--- src/rtl/io_pkg.sv ---
// Shared constants for the LCR580 port I/O hub: port numbers, status-byte
// bit positions and a small saturation helper for the status count nibble.
package io_pkg;

  typedef logic [7:0] port_t;

  localparam port_t PORT_KDATA    = 8'h00;
  localparam port_t PORT_KSTAT    = 8'h01;
  localparam port_t PORT_CTRL     = 8'h02;
  localparam port_t PORT_GPO_BASE = 8'h10;
  localparam port_t PORT_BORDER   = 8'hFE;

  // Bit positions inside the keyboard status byte (port 0x01)
  localparam int ST_NEMPTY = 0;
  localparam int ST_FULL   = 1;
  localparam int ST_OVF    = 2;
  localparam int ST_TICK   = 3;

  // Clamp a count to what fits in the status nibble
  function automatic logic [3:0] sat_nibble(input int unsigned v);
    return (v > 15) ? 4'hF : v[3:0];
  endfunction

endpackage

--- src/rtl/io_hub_if.sv ---
// CPU port bus seen by the I/O hub: address, write data, the two strobes
// and the combinational read-data return path.
interface io_hub_if;
  logic [15:0] address;
  logic [7:0]  out;
  logic        port_we;
  logic        port_rd;
  logic [7:0]  pin;

  modport master (output address, out, port_we, port_rd, input pin);
  modport slave  (input address, out, port_we, port_rd, output pin);
endinterface

--- src/rtl/io_fifo.sv ---
// Generic synchronous FIFO with first-word-fall-through head output.
// A pop and a push in the same cycle are both honoured, including when full.
module io_fifo #(
  parameter int WIDTH = 8,
  parameter int DEPTH = 16
) (
  input  logic                     clk,
  input  logic                     rst_n,
  input  logic                     push,
  input  logic [WIDTH-1:0]         din,
  input  logic                     pop,
  output logic                     full,
  output logic                     empty,
  output logic [$clog2(DEPTH):0]   count,
  output logic [WIDTH-1:0]         head
);
  localparam int AW = $clog2(DEPTH);
  localparam int CW = AW + 1;

  logic [WIDTH-1:0] mem [DEPTH];
  logic [AW-1:0]    wr_ptr, rd_ptr;
  logic             do_push, do_pop;

  assign empty   = (count == '0);
  assign full    = (count == CW'(DEPTH));
  assign do_pop  = pop & ~empty;
  assign do_push = push & (~full | do_pop);
  assign head    = mem[rd_ptr];

  // Data storage write port
  // NOTE: storage has no reset; pointers and count define what is valid.
  always_ff @(posedge clk) begin
    if (do_push) mem[wr_ptr] <= din;
  end

  // Pointers and occupancy; pointers wrap naturally since DEPTH is 2^n
  always_ff @(posedge clk or negedge rst_n) begin
    if (!rst_n) begin
      wr_ptr <= '0;
      rd_ptr <= '0;
      count  <= '0;
    end else begin
      if (do_push) wr_ptr <= wr_ptr + 1'b1;
      if (do_pop)  rd_ptr <= rd_ptr + 1'b1;
      case ({do_push, do_pop})
        2'b10:   count <= count + 1'b1;
        2'b01:   count <= count - 1'b1;
        default: count <= count;
      endcase
    end
  end
endmodule

--- src/rtl/io_hub.sv ---
// LCR580 port I/O hub: keyboard FIFO, border register, general output
// latches and (with IO_HUB_TIMER_EN defined) a frame timer raising irq.
module io_hub
  import io_pkg::*;
#(
  parameter int KBD_DEPTH = 16,
  parameter int NUM_OUT   = 4,
  parameter int TIMER_DIV = 500000
) (
  input  logic                   clock,
  input  logic                   reset_n,
  io_hub_if.slave                bus,
  input  logic                   kdone,
  input  logic [7:0]             kdata,
  input  logic                   iff1,
  output logic [2:0]             border,
  output logic [8*NUM_OUT-1:0]   gpo,
  output logic                   irq
);
  localparam int CW = $clog2(KBD_DEPTH) + 1;

  port_t                   port, side_port;
  logic                    we_q, rd_q, wr_commit, rd_fall;
  logic                    pop, ovf_q, ovf_set, ovf_clr;
  logic                    full, empty;
  logic [CW-1:0]           count;
  logic [7:0]              head, stat;
  logic [NUM_OUT-1:0][7:0] gpo_q;
  logic                    ten_q, tick_q;
  logic                    unused_addr;

  assign port        = bus.address[7:0];
  assign unused_addr = ^bus.address[15:8];
  assign wr_commit   = bus.port_we & ~we_q;
  assign rd_fall     = rd_q & ~bus.port_rd;
  assign pop         = rd_fall && (side_port == PORT_KDATA);
  assign ovf_clr     = rd_fall && (side_port == PORT_KSTAT);
  // A same-cycle pop frees the slot, so a full FIFO only drops when not popping
  assign ovf_set     = kdone & full & ~pop;
  assign gpo         = gpo_q;

  // Strobe history and the port number held while a read is in progress
  // NOTE: sequential state uses <= so every flop samples pre-edge values.
  always_ff @(posedge clock or negedge reset_n) begin
    if (!reset_n) begin
      we_q      <= 1'b0;
      rd_q      <= 1'b0;
      side_port <= '0;
    end else begin
      we_q <= bus.port_we;
      rd_q <= bus.port_rd;
      if (bus.port_rd) side_port <= port;
    end
  end

  io_fifo #(.WIDTH(8), .DEPTH(KBD_DEPTH)) u_kbd_fifo (
    .clk   (clock),
    .rst_n (reset_n),
    .push  (kdone),
    .din   (kdata),
    .pop   (pop),
    .full  (full),
    .empty (empty),
    .count (count),
    .head  (head)
  );

  // Sticky keyboard overflow; a new drop beats a coincident status-read clear
  always_ff @(posedge clock or negedge reset_n) begin
    if (!reset_n)     ovf_q <= 1'b0;
    else if (ovf_set) ovf_q <= 1'b1;
    else if (ovf_clr) ovf_q <= 1'b0;
  end

  // Border and general output latches, committed once per write strobe
  always_ff @(posedge clock or negedge reset_n) begin
    if (!reset_n) begin
      border <= '0;
      gpo_q  <= '0;
    end else if (wr_commit) begin
      if (port == PORT_BORDER) border <= bus.out[2:0];
      for (int k = 0; k < NUM_OUT; k++) begin
        if (port == 8'(int'(PORT_GPO_BASE) + k)) gpo_q[k] <= bus.out;
      end
    end
  end

`ifdef IO_HUB_TIMER_EN
  localparam int TW = (TIMER_DIV > 1) ? $clog2(TIMER_DIV) : 1;

  logic [TW-1:0] tcnt;
  logic          wrap, ctrl_wr;

  assign ctrl_wr = wr_commit && (port == PORT_CTRL);
  assign wrap    = ten_q && (tcnt == TW'(TIMER_DIV - 1));

  // Frame timer, control register and registered interrupt request
  always_ff @(posedge clock or negedge reset_n) begin
    if (!reset_n) begin
      tcnt   <= '0;
      ten_q  <= 1'b0;
      tick_q <= 1'b0;
      irq    <= 1'b0;
    end else begin
      if (ctrl_wr) ten_q <= bus.out[0];
      if (!ten_q || wrap) tcnt <= '0;
      else                tcnt <= tcnt + 1'b1;
      if (wrap)                        tick_q <= 1'b1;
      else if (ctrl_wr && bus.out[1])  tick_q <= 1'b0;
      irq <= tick_q & ten_q & iff1;
    end
  end
`else
  logic unused_iff1;
  assign unused_iff1 = iff1;
  assign ten_q       = 1'b0;
  assign tick_q      = 1'b0;
  assign irq         = 1'b0;
`endif

  // Combinational read mux
  // NOTE: every output gets a default first so no path infers a latch.
  always_comb begin
    stat            = '0;
    stat[ST_NEMPTY] = ~empty;
    stat[ST_FULL]   = full;
    stat[ST_OVF]    = ovf_q;
    stat[ST_TICK]   = tick_q;
    stat[7:4]       = sat_nibble(32'(count));
    bus.pin         = '0;
    case (port)
      PORT_KDATA: bus.pin = empty ? 8'h00 : head;
      PORT_KSTAT: bus.pin = stat;
      PORT_CTRL:  bus.pin = {6'b0, tick_q, ten_q};
      default: begin
        for (int k = 0; k < NUM_OUT; k++) begin
          if (port == 8'(int'(PORT_GPO_BASE) + k)) bus.pin = gpo_q[k];
        end
      end
    endcase
  end
endmodule

--- src/flat_wrapper.sv ---
// flat-port wrapper written by rule: the top's interface ports become plain ports
module io_hub_flat import io_pkg::*;
#(
  parameter int KBD_DEPTH = 16,
  parameter int NUM_OUT   = 4,
  parameter int TIMER_DIV = 500000
)
  (clock, reset_n, kdone, kdata, iff1, border, gpo, irq, bus_address, bus_out, bus_port_we, bus_port_rd, bus_pin);
  io_hub_if bus_i ();
  input  logic clock;
  input  logic reset_n;
  input  logic kdone;
  input  logic [7:0] kdata;
  input  logic iff1;
  output logic [2:0] border;
  output logic [8*NUM_OUT-1:0] gpo;
  output logic irq;
  input wire logic [$bits(bus_i.address)-1:0] bus_address;
  input wire logic [$bits(bus_i.out)-1:0] bus_out;
  input wire logic [$bits(bus_i.port_we)-1:0] bus_port_we;
  input wire logic [$bits(bus_i.port_rd)-1:0] bus_port_rd;
  output wire logic [$bits(bus_i.pin)-1:0] bus_pin;
  assign bus_i.address = bus_address;
  assign bus_i.out = bus_out;
  assign bus_i.port_we = bus_port_we;
  assign bus_i.port_rd = bus_port_rd;
  assign bus_pin = bus_i.pin;
  io_hub #(.KBD_DEPTH(KBD_DEPTH), .NUM_OUT(NUM_OUT), .TIMER_DIV(TIMER_DIV)) u_core (.clock(clock), .reset_n(reset_n), .bus(bus_i), .kdone(kdone), .kdata(kdata), .iff1(iff1), .border(border), .gpo(gpo), .irq(irq));
endmodule
--- config.mk ---
export PLATFORM = sky130hd
export DESIGN_NAME = io_hub_flat
export DESIGN_NICKNAME = d
export VERILOG_FILES = /design/src/rtl/io_pkg.sv /design/src/rtl/io_hub_if.sv /design/src/rtl/io_fifo.sv /design/src/rtl/io_hub.sv /design/src/flat_wrapper.sv
export SDC_FILE = /design/constraint.sdc
export NUM_CORES = 1
export LEC_CHECK = 0
export CORE_ASPECT_RATIO = 0.5
export CORE_MARGIN = 2
export CORE_UTILIZATION = 56
export DETAILED_ROUTE_END_ITERATION = 6
export PLACE_DENSITY = 0.79
export SYNTH_ARGS = -nofsm -noshare
export SYNTH_HDL_FRONTEND = slang
export SYNTH_SLANG_ARGS = --single-unit
--- constraint.sdc ---
create_clock -name clock -period 4.2 [get_ports clock]
set_clock_uncertainty 0.2 [all_clocks]
set_input_delay 0.84 -clock clock [delete_from_list [all_inputs] [get_ports clock]]
set_output_delay 0.84 -clock clock [all_outputs]
set_load 0.02 [all_outputs]
==> out/qor.csv <==
stage,metric,value,unit
outcome,status,"finished, final reports clean",
setup_path,max_stage_delay,660,ps
sta,period_needed,4120,ps
power_and_ir_drop,power.density,460,nW/um^2
synthesis,async_reset_ff_share,31.6,%
die,die_h,87.6,microns
sta,fin_tns_setup,0,ps
die,start_util,57.5,%
die,core-area,13600,sq um
die,dieArea,15000,sq um
cells_and_area,n_fill_cell,844,
clock_network,cts.sinks,187,
sta,tightest_slew,831,ps
setup_path,reg2reg_from,u_core.u_kbd_fifo.count[1],
route,wl,17200,microns
clock_network,clockBufferDepth,2,
route,drc,0,
setup_path,endpoint_kind,output port,
die,num_rows,30,
clock_network,clk-insertion-delay-late,430,ps
setup_path,crit_path_start_kind,primary input,
synthesis,ys_types,41,
route,drt-initial-drc-count,351,
clock_network,holdBufCountCts,0,
place,portBuffers,71,
route,wl_per_cell,22.7,microns
power_and_ir_drop,peakVddDrop,0.322,mV
synthesis,syn_area_per_cell,17.3,sq um
route,vias_per_cell,5.93,
clock_network,htreeDepth,4,
cells_and_area,nets,599,
power_and_ir_drop,power_frac_comb,12.8,%
clock_network,cts-root-buf,clkbuf_16,
global_route,grt_pass1_wl,26400,microns
power_and_ir_drop,p_int,3.20,mW
synthesis,synth_nets,497,
setup_path,setup.worst_path.start,bus_address[3],
flow_run,drv_cap,0,
global_route,antenna_found_initial,0,
cells_and_area,postLayoutCoreUtil,70.3,%
synthesis,synth_fa_ha_area_share,0.958,%
cells_and_area,area_delta_synth_final,22.2,%
synthesis,synthMuxAreaShare,19.8,%
cells_and_area,drive_gt1_share,29.2,%
setup_path,crit_arrival,3080,ps
die,io_pins,82,
synthesis,synth-simple-area-share,5.89,%
synthesis,synthCells,453,
setup_path,crit_fanout,8,
setup_path,worstPathRequired,3160,ps
sta,fmax,243,MHz
die,chipWidth,171,microns
power_and_ir_drop,p_total,4.40,mW
synthesis,seq_area_frac_synth,67.9,%
power_and_ir_drop,switching_power,1.20,mW
route,first_pass_iters,4,
synthesis,synth_ff_type,edfxtp_1,
synthesis,yosys_warnings,0,
synthesis,yosys.area_share.xor_xnor,1.34,%
setup_path,crit_top_cell,clkdlybuf4s50_1,
power_and_ir_drop,p_seq_share,52.6,%
synthesis,synth_compound_area_share,2.54,%
sta,finalHoldViolCount,0,
global_route,grt_overflow,0,
sta,timing.final.crit_share,98.1,%
sta,setup_ws,79.5,ps
power_and_ir_drop,swShare,27.3,%
power_and_ir_drop,clockPowerShare,34.6,%
clock_network,clkSlewWorstSetupHoldPaths,70,ps
clock_network,cts_made_buffers,17,
place,gp_congestion,0.861,
place,dpl.hpwl,11300,microns
setup_path,critPathSlowestCell,clkdlybuf4s50_1,
synthesis,synth_top_family_by_area,multiplexers,
global_route,first_global_vias,4643,
sta,relSlewSlack,44.6,%
global_route,grt_util_all_layers,24.6,%
synthesis,synth_seq_cells,187,
place,post-place-ws,89.8,ps
global_route,grt_start_max_net_pins,39,
clock_network,postCtsSetupBuffers,0,
clock_network,cts_tree,yes,
power_and_ir_drop,leakage,3.43,nW
synthesis,synth_edf_count,128,
sta,setup_violations,0,
cells_and_area,antennaDiodeCount,0,
setup_path,crit_chain,clkdlybuf4s50_1 -> or2_1 -> or4_1 -> o22ai_1 -> clkdlybuf4s50_1,
route,vias,4505,
setup_path,worstSetupPathType,primary input to output port,
route,antenna_left,0,
sta,finalMaxSlewViolations,0,
sta,rsz0062_at_grt,no,
synthesis,syn_area,7840,sq um
hold_path,hp-class,primary input to asynchronous set/reset pin,
path summary, 6_finish.rpt:
check / end / slack, ps / cells after the start
worst max-delay path: bus_pin[7] / 80 / 5
worst min-delay path: u_core.side_port[5] / 310 / 1
worst max register to register: u_core.u_kbd_fifo.count[4] / 970 / 9
worst min register to register: u_core.border[0] / 310 / 1
max in group asynchronous: u_core.gpo[15] / 2680 / 2
min in group clock: u_core.border[0] / 310 / 1
logic make-up (layout without fill, tap and decap cells):
| kind of cell | after synthesis | after routing |
|---|---|---|
| AO/OA/AOI/OAI | 32 | 32 |
| flip-flops | 187 | 187 |
| buffers and inverters | 30 | 145 |
| other | 1 | 1 |
| multiplexers | 97 | 97 |
| XOR/XNOR | 12 | 12 |
| adder cells (fa/ha/maj) | 6 | 6 |
| AND/OR/NAND/NOR | 88 | 88 |
flip-flops by register name, summed over array words and instances (netlist names):
signal                    flops
u_core.u_kbd_fifo.mem       128
u_core.gpo                   32
u_core.side_port              8
u_core.u_kbd_fifo.count       5
u_core.u_kbd_fifo.rd_ptr      4
u_core.u_kbd_fifo.wr_ptr      4
u_core.border                 3
u_core.ovf_q                  1
u_core.rd_q                   1
u_core.we_q                   1
Yosys cell counts, types with 6 or more instances:
cell | instances | area [sq um]
dfrtp_1 | 59 | 1480
ha_1 | 6 | 75.1
o21ai_0 | 8 | 40.0
o22ai_1 | 8 | 50.1
nand2b_1 | 6 | 37.5
nor2_1 | 22 | 82.6
buf_1 | 7 | 26.3
clkbuf_1 | 11 | 41.3
xnor2_1 | 9 | 78.8
nor4_1 | 6 | 37.5
mux2_2 | 51 | 574
nand2_1 | 18 | 67.6
nor3_1 | 12 | 60.1
a21oi_1 | 8 | 40.0
mux4_2 | 41 | 923
buf_2 | 6 | 30.0
edfxtp_1 | 128 | 3840
routing by layer:
| layer | GRT usage [%] | wire length [microns] |
|---|---|---|
| met3 | 6.28 | 1320 |
| met1 | 32.9 | 7270 |
| met4 | 7.94 | 237 |
| met2 | 40.4 | 8420 |
| met5 | 0 | 0 |
worst max-delay path, delay by kind of cell:
family	cells	cell delay (ps)
AOI/OAI and AO/OA	1	300
buffers and inverters	2	1100
and+or+nand+nor	2	830
placed cells by master (no fill, tap or decap), drive strengths merged, types with 2 or more instances in the layout:
cell type	netlist	routed
nor3b	2	2
nor2	25	25
nand4	5	5
dfrtp	59	59
clkdlybuf4s50	0	69
o21ai	8	8
xor2	3	3
nor4	6	6
nand2	18	18
mux4	41	41
clkinv	0	3
mux2	51	51
inv	5	12
or2	2	2
nand3	5	5
clkbuf	11	19
mux2i	5	5
or4	3	3
a31oi	2	2
clkinvlp	0	3
edfxtp	128	128
nand2b	6	6
o22ai	8	8
xnor2	9	9
nor3	13	13
ha	6	6
buf	14	38
a21oi	8	8
what timing repair did:
| item | in CTS | in global routing |
|---|---|---|
| hold endpoints to repair | 0 | 0 |
| gates resized for setup | 0 | 3 |
| setup endpoints to repair | 0 | 5 |
power by group through the flow:
| stage | logic (mW) | clock network [mW] | registers, mW |
|---|---|---|---|
| floorplan | 0.360 | 0 | 2.27 |
| CTS | 0.562 | 1.54 | 2.31 |
| global route | 0.609 | 1.61 | 2.33 |
| detailed placement | 0.553 | 0 | 2.34 |
| global placement | 0.531 | 0 | 2.33 |
| finish | 0.562 | 1.52 | 2.32 |
layout make-up:
cell class | count | area, sq um | area share, %
repair buffers | 108 | 1040 | 10.8
clock inverters | 13 | 128 | 1.33
flip-flops and latches | 187 | 5320 | 55.6
clock buffers | 19 | 433 | 4.52
well taps | 192 | 240 | 2.51
multi-input cells | 236 | 2400 | 25.1
inverters | 5 | 18.8 | 0.196
through the flow:
| step | hold WS [ps] | std cells | cell area (sq um) |
|---|---|---|---|
| after floorplan | 281 | 453 | 7840 |
| after global placement | 288 | 728 | 9000 |
| after detailed placement | 297 | 728 | 9000 |
| after CTS | 313 | 760 | 9570 |
| after global routing | 327 | 760 | 9570 |
| final | 306 | 760 | 9570 |
Power figures use the tool's default switching activity.
